### src/rtl/fir_pkg.sv
// fir_pkg: shared types and constants for the FIR coefficient bank.
// Holds the load FSM state encoding, config mode values and reset coefficient.
package fir_pkg;

   typedef enum logic [1:0] {
      IDLE,
      LOAD_COEF,
      LOAD_ADDR,
      PENDING
   } state_t;

   localparam logic CFG_MODE_STREAM = 1'b0;
   localparam logic CFG_MODE_ADDR   = 1'b1;

   localparam logic [7:0] RESET_COEF = 8'h40;

endpackage

### src/rtl/fir_coef_regfile.sv
// fir_coef_regfile: shadow and active coefficient arrays.
// Shadow takes writes; active is only replaced by a bulk commit.
module fir_coef_regfile #(
   parameter int NTAPS = 16,
   parameter int COEF_W = 8,
   parameter int TN_W = $clog2(NTAPS),
   parameter logic [COEF_W-1:0] RESET_COEF = 8'h40
) (
   input  logic                    clk,
   input  logic                    rst_n,
   input  logic                    wr_en_i,
   input  logic [TN_W-1:0]         wr_addr_i,
   input  logic [COEF_W-1:0]       wr_data_i,
   input  logic                    restore_i,
   input  logic                    commit_i,
   input  logic                    commit_clr_i,
   input  logic [TN_W-1:0]         commit_tn_i,
   output logic [NTAPS*COEF_W-1:0] coef_flat_o
);
   import fir_pkg::*;

   localparam logic [TN_W:0] NSLOT = (TN_W+1)'(NTAPS);

   logic [COEF_W-1:0] shadow_q [NTAPS];
   logic [COEF_W-1:0] active_q [NTAPS];
   logic [COEF_W-1:0] commit_d [NTAPS];
   logic              wr_ok;

   assign wr_ok = wr_en_i && ({1'b0, wr_addr_i} < NSLOT);

   // Commit image: stream loads clear every slot above the tap count
   always_comb begin
      for (int i = 0; i < NTAPS; i++) begin
         if (commit_clr_i && (i > int'(commit_tn_i)))
            commit_d[i] = '0;
         else
            commit_d[i] = shadow_q[i];
      end
   end

   // Bank storage: restore beats commit beats write; shadow tracks commits
   always_ff @(posedge clk) begin
      if (!rst_n) begin
         for (int i = 0; i < NTAPS; i++) begin
            shadow_q[i] <= RESET_COEF;
            active_q[i] <= RESET_COEF;
         end
      end else if (restore_i) begin
         for (int i = 0; i < NTAPS; i++)
            shadow_q[i] <= active_q[i];
      end else if (commit_i) begin
         for (int i = 0; i < NTAPS; i++) begin
            active_q[i] <= commit_d[i];
            shadow_q[i] <= commit_d[i];
         end
      end else if (wr_ok) begin
         shadow_q[wr_addr_i] <= wr_data_i;
      end
   end

   // Flatten the active bank for the MAC array
   always_comb begin
      coef_flat_o = '0;
      for (int i = 0; i < NTAPS; i++)
         coef_flat_o[i*COEF_W +: COEF_W] = active_q[i];
   end

endmodule

### src/rtl/fir_coef_bank.sv
// fir_coef_bank: coefficient/tap-count store with stream and addressed loads.
// Loads fill a shadow bank that is committed atomically on a sample strobe.
module fir_coef_bank #(
   parameter int NTAPS = 16,
   parameter int COEF_W = 8,
   parameter int TN_W = $clog2(NTAPS),
   parameter logic [COEF_W-1:0] RESET_COEF = fir_pkg::RESET_COEF
) (
   input  logic                    clk,
   input  logic                    rst_n,
   input  logic                    cfg_valid,
   output logic                    cfg_ready,
   input  logic                    cfg_mode,
   input  logic [TN_W-1:0]         cfg_addr,
   input  logic [COEF_W-1:0]       cfg_data,
   input  logic                    cfg_last,
   input  logic                    cfg_abort,
   input  logic                    sample_strobe,
   output logic [NTAPS*COEF_W-1:0] coef_flat,
   output logic [TN_W-1:0]         tap_num,
   output logic                    busy,
   output logic                    commit_done,
   output logic                    err
);
   import fir_pkg::*;

   localparam logic [TN_W-1:0] TN_MAX  = TN_W'(NTAPS - 1);
   localparam logic [TN_W:0]   TN_MAXW = (TN_W+1)'(NTAPS - 1);

   state_t          state_q;
   logic [TN_W-1:0] tcnt_q;
   logic [TN_W-1:0] idx_q;
   logic [TN_W-1:0] tap_num_q;
   logic            mode_q;
   logic            commit_done_q;
   logic            err_q;

   logic            beat;
   logic            abort_act;
   logic            strm_err;
   logic            wr_en;
   logic            restore;
   logic            commit;
   logic [TN_W-1:0] wr_addr;
   logic [TN_W-1:0] hdr_sat;

   assign cfg_ready   = (state_q != PENDING);
   assign busy        = (state_q != IDLE);
   assign tap_num     = tap_num_q;
   assign commit_done = commit_done_q;
   assign err         = err_q;

   assign beat      = cfg_valid && cfg_ready;
   assign abort_act = cfg_abort && (state_q != IDLE);

   // Header tap counts beyond the last slot clamp to the last slot
   assign hdr_sat = ({1'b0, cfg_data[TN_W-1:0]} > TN_MAXW)
                  ? TN_MAX : cfg_data[TN_W-1:0];

   // Stream length error: last flag must coincide with the final index
   assign strm_err = beat && !abort_act
                  && (state_q == LOAD_COEF)
                  && (cfg_last != (idx_q == tcnt_q));

   // Shadow write port control
   always_comb begin
      wr_en = 1'b0;
      if (beat && !abort_act && !strm_err) begin
         unique case (1'b1)
            (state_q == IDLE):      wr_en = (cfg_mode == CFG_MODE_ADDR);
            (state_q == LOAD_COEF): wr_en = 1'b1;
            (state_q == LOAD_ADDR): wr_en = 1'b1;
            default:                wr_en = 1'b0;
         endcase
      end
   end

   assign wr_addr = (state_q == LOAD_COEF) ? idx_q : cfg_addr;
   assign restore = abort_act || strm_err;
   assign commit  = (state_q == PENDING) && sample_strobe && !abort_act;

   // Load/commit FSM with registered tap count and pulse outputs
   always_ff @(posedge clk) begin
      if (!rst_n) begin
         state_q       <= IDLE;
         tcnt_q        <= TN_MAX;
         idx_q         <= '0;
         tap_num_q     <= TN_MAX;
         mode_q        <= CFG_MODE_STREAM;
         commit_done_q <= 1'b0;
         err_q         <= 1'b0;
      end else begin
         commit_done_q <= 1'b0;
         err_q         <= 1'b0;
         if (abort_act) begin
            state_q <= IDLE;
            tcnt_q  <= tap_num_q;
         end else begin
            unique case (state_q)
               IDLE: begin
                  if (beat) begin
                     if (cfg_mode == CFG_MODE_ADDR) begin
                        mode_q  <= CFG_MODE_ADDR;
                        state_q <= cfg_last ? PENDING : LOAD_ADDR;
                     end else if (cfg_last) begin
                        err_q <= 1'b1;
                     end else begin
                        mode_q  <= CFG_MODE_STREAM;
                        tcnt_q  <= hdr_sat;
                        idx_q   <= '0;
                        state_q <= LOAD_COEF;
                     end
                  end
               end
               LOAD_COEF: begin
                  if (strm_err) begin
                     err_q   <= 1'b1;
                     tcnt_q  <= tap_num_q;
                     state_q <= IDLE;
                  end else if (beat) begin
                     if (cfg_last)
                        state_q <= PENDING;
                     else
                        idx_q <= idx_q + 1'b1;
                  end
               end
               LOAD_ADDR: begin
                  if (beat && cfg_last)
                     state_q <= PENDING;
               end
               PENDING: begin
                  if (commit) begin
                     tap_num_q     <= tcnt_q;
                     commit_done_q <= 1'b1;
                     state_q       <= IDLE;
                  end
               end
               default: state_q <= IDLE;
            endcase
         end
      end
   end

   fir_coef_regfile #(
      .NTAPS      (NTAPS),
      .COEF_W     (COEF_W),
      .TN_W       (TN_W),
      .RESET_COEF (RESET_COEF)
   ) u_regfile (
      .clk          (clk),
      .rst_n        (rst_n),
      .wr_en_i      (wr_en),
      .wr_addr_i    (wr_addr),
      .wr_data_i    (cfg_data),
      .restore_i    (restore),
      .commit_i     (commit),
      .commit_clr_i (mode_q == CFG_MODE_STREAM),
      .commit_tn_i  (tcnt_q),
      .coef_flat_o  (coef_flat)
   );

endmodule

### config.mk
export PLATFORM = sky130hd
export DESIGN_NAME = fir_coef_bank
export DESIGN_NICKNAME = d
export VERILOG_FILES = /design/src/rtl/fir_pkg.sv /design/src/rtl/fir_coef_regfile.sv /design/src/rtl/fir_coef_bank.sv
export SDC_FILE = /design/constraint.sdc
export NUM_CORES = 1
export LEC_CHECK = 0
export BUFFER_PORTS_ARGS = -buffer_cell sky130_fd_sc_hd__buf_4
export CORE_AREA = 2 2 166 168
export DETAILED_ROUTE_END_ITERATION = 7
export DIE_AREA = 0 0 168 170
export PLACE_DENSITY = 0.71
export SLEW_MARGIN = 20
export SYNTH_ARGS = -nofsm -noshare
export SYNTH_HDL_FRONTEND = slang
export SYNTH_SLANG_ARGS = --single-unit
### constraint.sdc
create_clock -name clk -period 5.3 [get_ports clk]
set_input_delay 0.265 -clock clk [delete_from_list [all_inputs] [get_ports clk]]
set_output_delay 0.265 -clock clk [all_outputs]
set_load 0.02 [all_outputs]
==> summary.md, run 1 <==
| Metric | Value |
|---|---|
| Yosys cell types | 59 |
| Reg clk slew, reported paths | 0.06 ns |
| Met3 Resource Use GR | 3.302% |
| RSZ-0062 raised after global routing | false |
| Worst Skew | 0.02427 ns |
| Global Route met1 Usage | 33.22% |
| Ys async rst share | 0% |
| First-pass GRT wire length | 52140 um |
| Antenna Cells | 0 |
| Post-CTS setup repair buffer count | 0 |
| CTS H-tree depth | 1 |
| Cts repair resizes | 0 |
| Hold/Removal Path Class | input pin to register |
| Vias | 9190 |
| Site Rows | 60 |
| Final core occ | 56.55% |
| Peak VDD IR | 0.2245 mV |
| Fmax achieved | 254.8 MHz |
| Cell Area, Synth | 12750 sq um |
| Max_cap viols | 0 |
| Commonest non-fill, non-tap cells in the layout | edfxtp_1 (256), buf_4 (168), and2_1 (91), and3_1 (59), a21oi_1 (56) |
| R2R Setup Slk | 1.37 ns |
| Skew-Pair Late Insertion Delay | 0.55 ns |
| Post-synthesis mux area share | 4.553% |
| Slowest stage cell on the critical path | mux2i_2 |
| Clock period minus final worst setup slack | 3.925 ns |
| Sink count of the clock tree | 273 |
| Final hold vios | 0 |
| Total track usage | 23.63% |
| Post-DP HPWL | 22110 um |
| Area share of xor/xnor cells in the synthesized design | 0.2748% |
| IO buf count | 154 |
| GRT busiest layer | met2 |
| # setup viols final | 0 |
| Final total power | 0.006465 W |
| Post-DR vias/cell | 6.110 |
| Vias in the first global route | 8914 |
| P per Cell Area | 429.0 nW/um^2 |
| Main combinational cell family by area after synthesis | simple AND/OR/NAND/NOR gates |
| Die Width | 168 um |
| Final ANT Viol Nets | 0 |
| Die H | 170 um |
| Setup Slack @ Placement | 1.551 ns |
| Syn_area_per_cell | 12.51 sq um |
| CTS Buf Count | 28 |
| Relative slew slack | 32.90% |
| Core Region | 26650 sq um |
| Primary FF master, synth | edfxtp_1 |
| Outcome | complete, no violations |
| Layout cells sized above 1 | 19.86% |
| Post-layout instance area | 15070 sq um |
| Setup Crit Path Kind | register to register |
| CTS root buffer | clkbuf_16 |
| Nets | 1167 |
| Die Area | 28560 sq um |
| Adder-cell share of the synthesized area | 0.5888% |
| FILL cells | 2209 |
| DR pass1 iterations | 6 |
| Post-Syn Instances | 1019 |
| Crit path max fanout | 14 |
| Nature of the critical path endpoint | register |
| Pin count of the biggest net entering global routing | 86 |
| Synth-to-layout area growth | 18.21% |
| FF+latch count, synth | 273 |
| Worst path cell trace | inv_1 -> ha_1 -> nor2b_1 -> nor4_1 -> mux2i_2 -> buf_4 -> nand3_2 -> nand2_1 |
| Most common cell after layout, fill and taps aside | edfxtp_1 |
| CTS tree | done |
| Leakage | 6.078 nW |
| Starting Density | 47.84% |
| Fin worst setup slack | 1.375 ns |
| Drt wl/cell | 22.81 um |
| RD Place Congestion | 0.8929 |
| Post-synth EDFFs | 256 |
| Area post-placement | 14150 sq um |
| Max-slew violation count | 0 |
| First DRT Iteration DRCs | 990 |
| Post-Route Setup TNS | 0 ns |
| Io pins | 155 |
| Tcrit/Tclk final | 74.06% |
| Slew @ Worst Pin | 0.9785 ns |
| Data arrival, critical path | 4.12 ns |
| Slowest Stage Delay on Critical Path | 0.79 ns |
| Sequential area share after synthesis | 62.96% |
| Initial antenna violation count | 0 |
| Number of buffers on the longest clock path | 3 |
| Worst Setup Start Kind | register |
| Met2 Use GR | 37.91% |
| Required @ worst endpoint | 5.50 ns |
| Simple-Gate Fraction of Synth Area | 14.07% |
| GRT overflow | 0 |
| WL final | 34310 um |
| Yosys warnings | 0 |
| # DRC | 0 |
| Synth Net Count | 1044 |
| Post-CTS Hold Buffers | 0 |
| Post-synthesis compound-gate area fraction | 13.88% |
==> cell families after synthesis <==
group                      count (synthesis)
muxes                                     57
buffers and inverters                    115
and+or+nand+nor                          312
AOI/OAI and AO/OA                        252
xor gates and xnor gates                   4
adders and majority gates                  6
DFF                                      273
==> report_power, final <==
group / switching, W / internal [W] / total [W]
Combinational: 0.000937 / 0.000447 / 0.00138
Clock: 0.000813 / 0.00119 / 0.00200
Sequential: 0.000230 / 0.00285 / 0.00308
==> final timing paths <==
| check | depth (start not counted) | endpoint | startpoint |
|---|---|---|---|
| max | 8 | u_regfile.shadow_q[12][3]$_DFFE_PP_ | state_q[0]$_SDFFE_PP0P_ |
| min | 3 | mode_q$_SDFFE_PN0P_ | cfg_mode |
| max reg2reg | 8 | u_regfile.shadow_q[12][3]$_DFFE_PP_ | state_q[0]$_SDFFE_PP0P_ |
| min reg2reg | 1 | u_regfile.active_q[0][6]$_SDFFCE_PP1N_ | u_regfile.shadow_q[0][6]$_DFFE_PP_ |
==> worst max-delay path: cells and delay by family (launching register included) <==
kind / cells / cell delay [ns]
adder cells (fa/ha/maj): 1 / 0.31
buffers and inverters: 2 / 0.46
flip-flops: 1 / 0.46
multiplexers: 1 / 0.79
AND/OR/NAND/NOR: 4 / 1.56
==> metal layers <==
layer / vias to the layer above / part of all wire, %
li1: 4157 / -
met1: 4492 / 41
met2: 466 / 47
met3: 75 / 8.6
met4: 0 / 2.9
met5: - / 0
==> area by class of cell <==
class | count | area (sq um) | share of cell area (%)
Multi-Input combinational cell | 631 | 4285 | 28.43
Clock buffer | 35 | 748.2 | 4.964
Clock inverter | 16 | 172.7 | 1.146
Timing Repair Buffer | 168 | 1261 | 8.368
Tap cell | 341 | 426.7 | 2.831
Sequential cell | 273 | 8028 | 53.26
Inverter | 40 | 150.1 | 0.9962
==> state kept, by name (all words and copies together), names as in the netlist, 2 cells and up <==
register / count
u_regfile.active_q: 128
u_regfile.shadow_q: 128
idx_q: 4
tap_num: 4
tcnt_q: 4
state_q: 2
==> cells in the mapped netlist, drive strengths merged, types with 11 or more instances <==
cell type / instances / area share, %
nand2: 50 / 1.5
buf: 17 / 0.79
a21oi: 56 / 2.2
nand3: 20 / 0.90
a22oi: 50 / 2.9
nor2: 25 / 0.81
o21ai: 23 / 0.90
and2: 91 / 4.5
edfxtp: 256 / 60
o211ai: 11 / 0.65
nand2b: 11 / 0.60
a31oi: 15 / 0.74
o22ai: 23 / 1.1
mux2i: 49 / 3.8
nor3: 22 / 1.1
and3: 60 / 2.9
clkbuf: 58 / 1.7
dfxtp: 17 / 2.7
o2bb2ai: 28 / 1.9
inv: 37 / 1.1
==> metrics by stage <==
stage / hold WS (ns) / cells
after floorplan: 0.4594 / 1019
after global placement: 0.4876 / 1453
after detailed placement: 0.5037 / 1453
after CTS: 0.03714 / 1504
after global routing: 0.06379 / 1504
final: 0.04658 / 1504
No activity file was read; power rests on OpenSTA's default activity.
==> inputs of run 2 (changes only) <==
--- a/config.mk
+++ b/config.mk
@@ -5,10 +5,11 @@
 export SDC_FILE = /design/constraint.sdc
 export NUM_CORES = 1
 export LEC_CHECK = 0
+export ABC_AREA = 1
 export BUFFER_PORTS_ARGS = -buffer_cell sky130_fd_sc_hd__buf_4
-export CORE_AREA = 2 2 166 168
+export CORE_AREA = 2 2 167 169
 export DETAILED_ROUTE_END_ITERATION = 7
-export DIE_AREA = 0 0 168 170
+export DIE_AREA = 0 0 169 171
 export PLACE_DENSITY = 0.71
 export SLEW_MARGIN = 20
 export SYNTH_ARGS = -nofsm -noshare
==> constraint.sdc (replaced) <==
create_clock -name clk -period 3.5 [get_ports clk]
set_input_delay 0.175 -clock clk [delete_from_list [all_inputs] [get_ports clk]]
set_output_delay 0.175 -clock clk [all_outputs]
set_load 0.02 [all_outputs]
==> run 2 against run 1 <==
Clock skew decreased by 0.014 ns. Sequential cell count unchanged. Clock-buffer cell count increased by 1. Register-to-register slack got worse by 0.88 ns. Clock power increased by 55%. Sequential power increased by 49%. Routed wire length increased by 1.2%. Critical path type unchanged. Critical path depth increased by 2. Final cell count increased by 25%. Synthesized cell count increased by 33%. Die area increased by 1.2%.
==> summary.md, run 2 <==
| Metric | Value |
|---|---|
| Layout cells sized above 1 | 17.22% |
| Vias in the first global route | 9683 |
| GRT overflow | 0 |
| P per Cell Area | 639.1 nW/um^2 |
| Outcome | complete, no violations |
| Die Width | 169 um |
| # DRC | 0 |
| DR pass1 iterations | 7 |
| Core Region | 27320 sq um |
| Clock period minus final worst setup slack | 3.006 ns |
| Post-DR vias/cell | 5.441 |
| WL final | 34730 um |
| Peak VDD IR | 0.3779 mV |
| Slew @ Worst Pin | 0.9946 ns |
| First DRT Iteration DRCs | 1057 |
| Yosys top cell by area | edfxtp_1 |
| CP top delay family | simple AND/OR/NAND/NOR gates |
| Int Power | 0.006819 W |
| Skew-Pair Late Insertion Delay | 0.54 ns |
| Top Registers | u_regfile.active_q (128), u_regfile.shadow_q (128) |
| Number of buffers on the longest clock path | 3 |
| Met2 Use GR | 39.01% |
| Met3 Resource Use GR | 3.585% |
| Commonest non-fill, non-tap cells in the layout | nand2_1 (429), edfxtp_1 (256), buf_4 (179), nor2_1 (132), o21ai_0 (123) |
| Sw frac | 31.11% |
| Primary FF master, synth | edfxtp_1 |
| Sequential area share after synthesis | 62.32% |
| Number of cells on the critical path | 10 |
| Reg2Reg Depth | 10 |
| Global Route met1 Usage | 32.85% |
| Synth area leaders | edfxtp_1 (60%), nand2_1 (13%), o21ai_0 (5.0%) |
| Syn_area_per_cell | 9.485 sq um |
| Required @ worst endpoint | 3.64 ns |
| Max-slew violation count | 0 |
| CTS root buffer | clkbuf_16 |
| Flop pwr share | 46.4% |
| Worst Setup Start Kind | register |
| CTS H-tree depth | 1 |
| RSZ-0062 raised after global routing | false |
| Crit-path most repeated cell | inv_1 |
| Vias | 10220 |
| Pin count of the biggest net entering global routing | 68 |
| Synth Net Count | 1383 |
| # setup viols final | 0 |
| Max_cap viols | 0 |
| Worst Skew | 0.01033 ns |
| Slowest Stage Delay on Critical Path | 0.60 ns |
| Crit path max fanout | 13 |
| Post-CTS setup repair buffer count | 0 |
| Net switching power | 0.003080 W |
| RD Place Congestion | 0.9317 |
| Drt wl/cell | 18.48 um |
| Nature of the critical path endpoint | register |
| Clock power frac | 31.3% |
| GRT busiest layer | met2 |
| Total track usage | 23.84% |
| Final ANT Viol Nets | 0 |
| Data arrival, critical path | 3.15 ns |
| Site Rows | 61 |
| Slowest stage cell on the critical path | nor2_2 |
| Antenna Cells | 0 |
| Synth-to-layout area growth | 20.23% |
| Relative slew slack | 32.99% |
| Post-synth top cells | nand2_1 (429), edfxtp_1 (256), nor2_1 (134) |
| Hold/Removal Path Class | input pin to register |
| Leakage | 6.592 nW |
| IO buf count | 154 |
| Most frequent cell after synthesis | nand2_1 |
| CTS Buf Count | 28 |
| Post-Syn Instances | 1358 |
| Initial antenna violation count | 0 |
| Bufs and invs on worst path | 3 |
| Combinational power share | 22.2% |
| Cts repair resizes | 0 |
| First-pass GRT wire length | 53810 um |
| Nets | 1536 |
| Yosys warnings | 0 |
| CTS tree | done |
| WHS Path Cells | 4 |
| Yosys cell types | 37 |
| Most common cell after layout, fill and taps aside | nand2_1 |
| Setup Crit Path Kind | register to register |
| Die Area | 28900 sq um |
| Final total power | 0.009898 W |
| Fmax achieved | 332.7 MHz |
| Cell Area, Synth | 12880 sq um |
| Worst path cell trace | ha_1 -> inv_1 -> nand2_1 -> inv_1 -> nand3_1 -> inv_1 -> nand3_1 -> nand2_1 -> nor2_2 -> o21ai_0 |
| Yosys top cell area share | 59.68% |
| FF+latch count, synth | 273 |
| Post-DP HPWL | 23170 um |
| Final hold slack | 0.02523 ns |
| Post-synth EDFFs | 256 |
| Reg clk slew, reported paths | 0.06 ns |
| Starting Density | 47.14% |
| Die H | 171 um |
| Ys async rst share | 0% |
| Post-CTS Hold Buffers | 1 |
| Io pins | 155 |
| Final hold vios | 0 |
| Sink count of the clock tree | 273 |
| Tcrit/Tclk final | 85.89% |
## run 2: cell types whose count changed after synthesis, moves of 49 or more
cell	change
mux2i_1	-49
nand2_1	+379
nand3_1	+53
inv_1	+67
and2_1	-91
o21ai_0	+106
and3_1	-60
nor2_1	+111
## run 2: area by class of cell
class	instances	area [sq um]
clock buffer	36	802.0
clock inverter	16	157.7
fill	2406	11840
inverter	111	432.9
multi-input combinational	914	4218
sequential	273	8030
tap	346	432.9
timing repair buffer	183	1414
## run 2: kinds of logic (layout without fill, tap and decap cells)
logic type / Yosys count / count (layout) / share of synthesized area [%]
AO/OA/AOI/OAI: 219 / 219 / 9.082
AND/OR/NAND/NOR: 687 / 687 / 22.62
flip-flops: 273 / 273 / 62.32
buffers and inverters: 171 / 346 / 5.255
adder cells (fa/ha/maj): 6 / 6 / 0.5828
XOR/XNOR: 2 / 2 / 0.1360
## run 2: metrics by stage
| step | utilization, % | worst slack [ns] | TNS [ns] | instances | cell area [sq um] |
|---|---|---|---|---|---|
| after global routing | 56.68 | 0.2878 | 0 | 1879 | 15490 |
| after global placement | 53.12 | 0.01409 | 0 | 1826 | 14520 |
| after detailed placement | 53.13 | 0.3935 | 0 | 1826 | 14520 |
| final | 56.68 | 0.4939 | 0 | 1879 | 15490 |
| after floorplan | - | -0.06093 | -0.2047 | 1358 | 12930 |
| after CTS | 56.68 | 0.3882 | 0 | 1879 | 15490 |
## run 2: metal layers
layer / up-vias / part of all wire, %
met5: - / 0
met4: 0 / 2.9
met3: 71 / 7.6
met2: 433 / 47
met1: 4831 / 42
li1: 4888 / -
## run 2: worst min-delay path, delay by kind of cell
family	cells	cell delay, ns
buffers and inverters	1	0.11
and+or+nand+nor	2	0.11
AOI/OAI and AO/OA	1	0.11
## run 2: final timing paths
kind	to	startpoint	slack [ns]
worst max-delay path	u_regfile.shadow_q[13][4]$_DFFE_PP_	state_q[0]$_SDFFE_PP0P_	0.49
worst min-delay path	err$_SDFF_PP0_	cfg_mode	0.03
worst max register to register	u_regfile.shadow_q[13][4]$_DFFE_PP_	state_q[0]$_SDFFE_PP0P_	0.49
worst min register to register	tcnt_q[0]$_SDFFE_PN1P_	tcnt_q[0]$_SDFFE_PN1P_	0.52
## run 2: power groups by stage
stage	logic (W)	registers (W)	clock network (W)
floorplan	0.00121	0.00480	0
global placement	0.00215	0.00464	0
detailed placement	0.00219	0.00466	0
CTS	0.00220	0.00460	0.00313
global route	0.00243	0.00466	0.00325
finish	0.00220	0.00460	0.00310
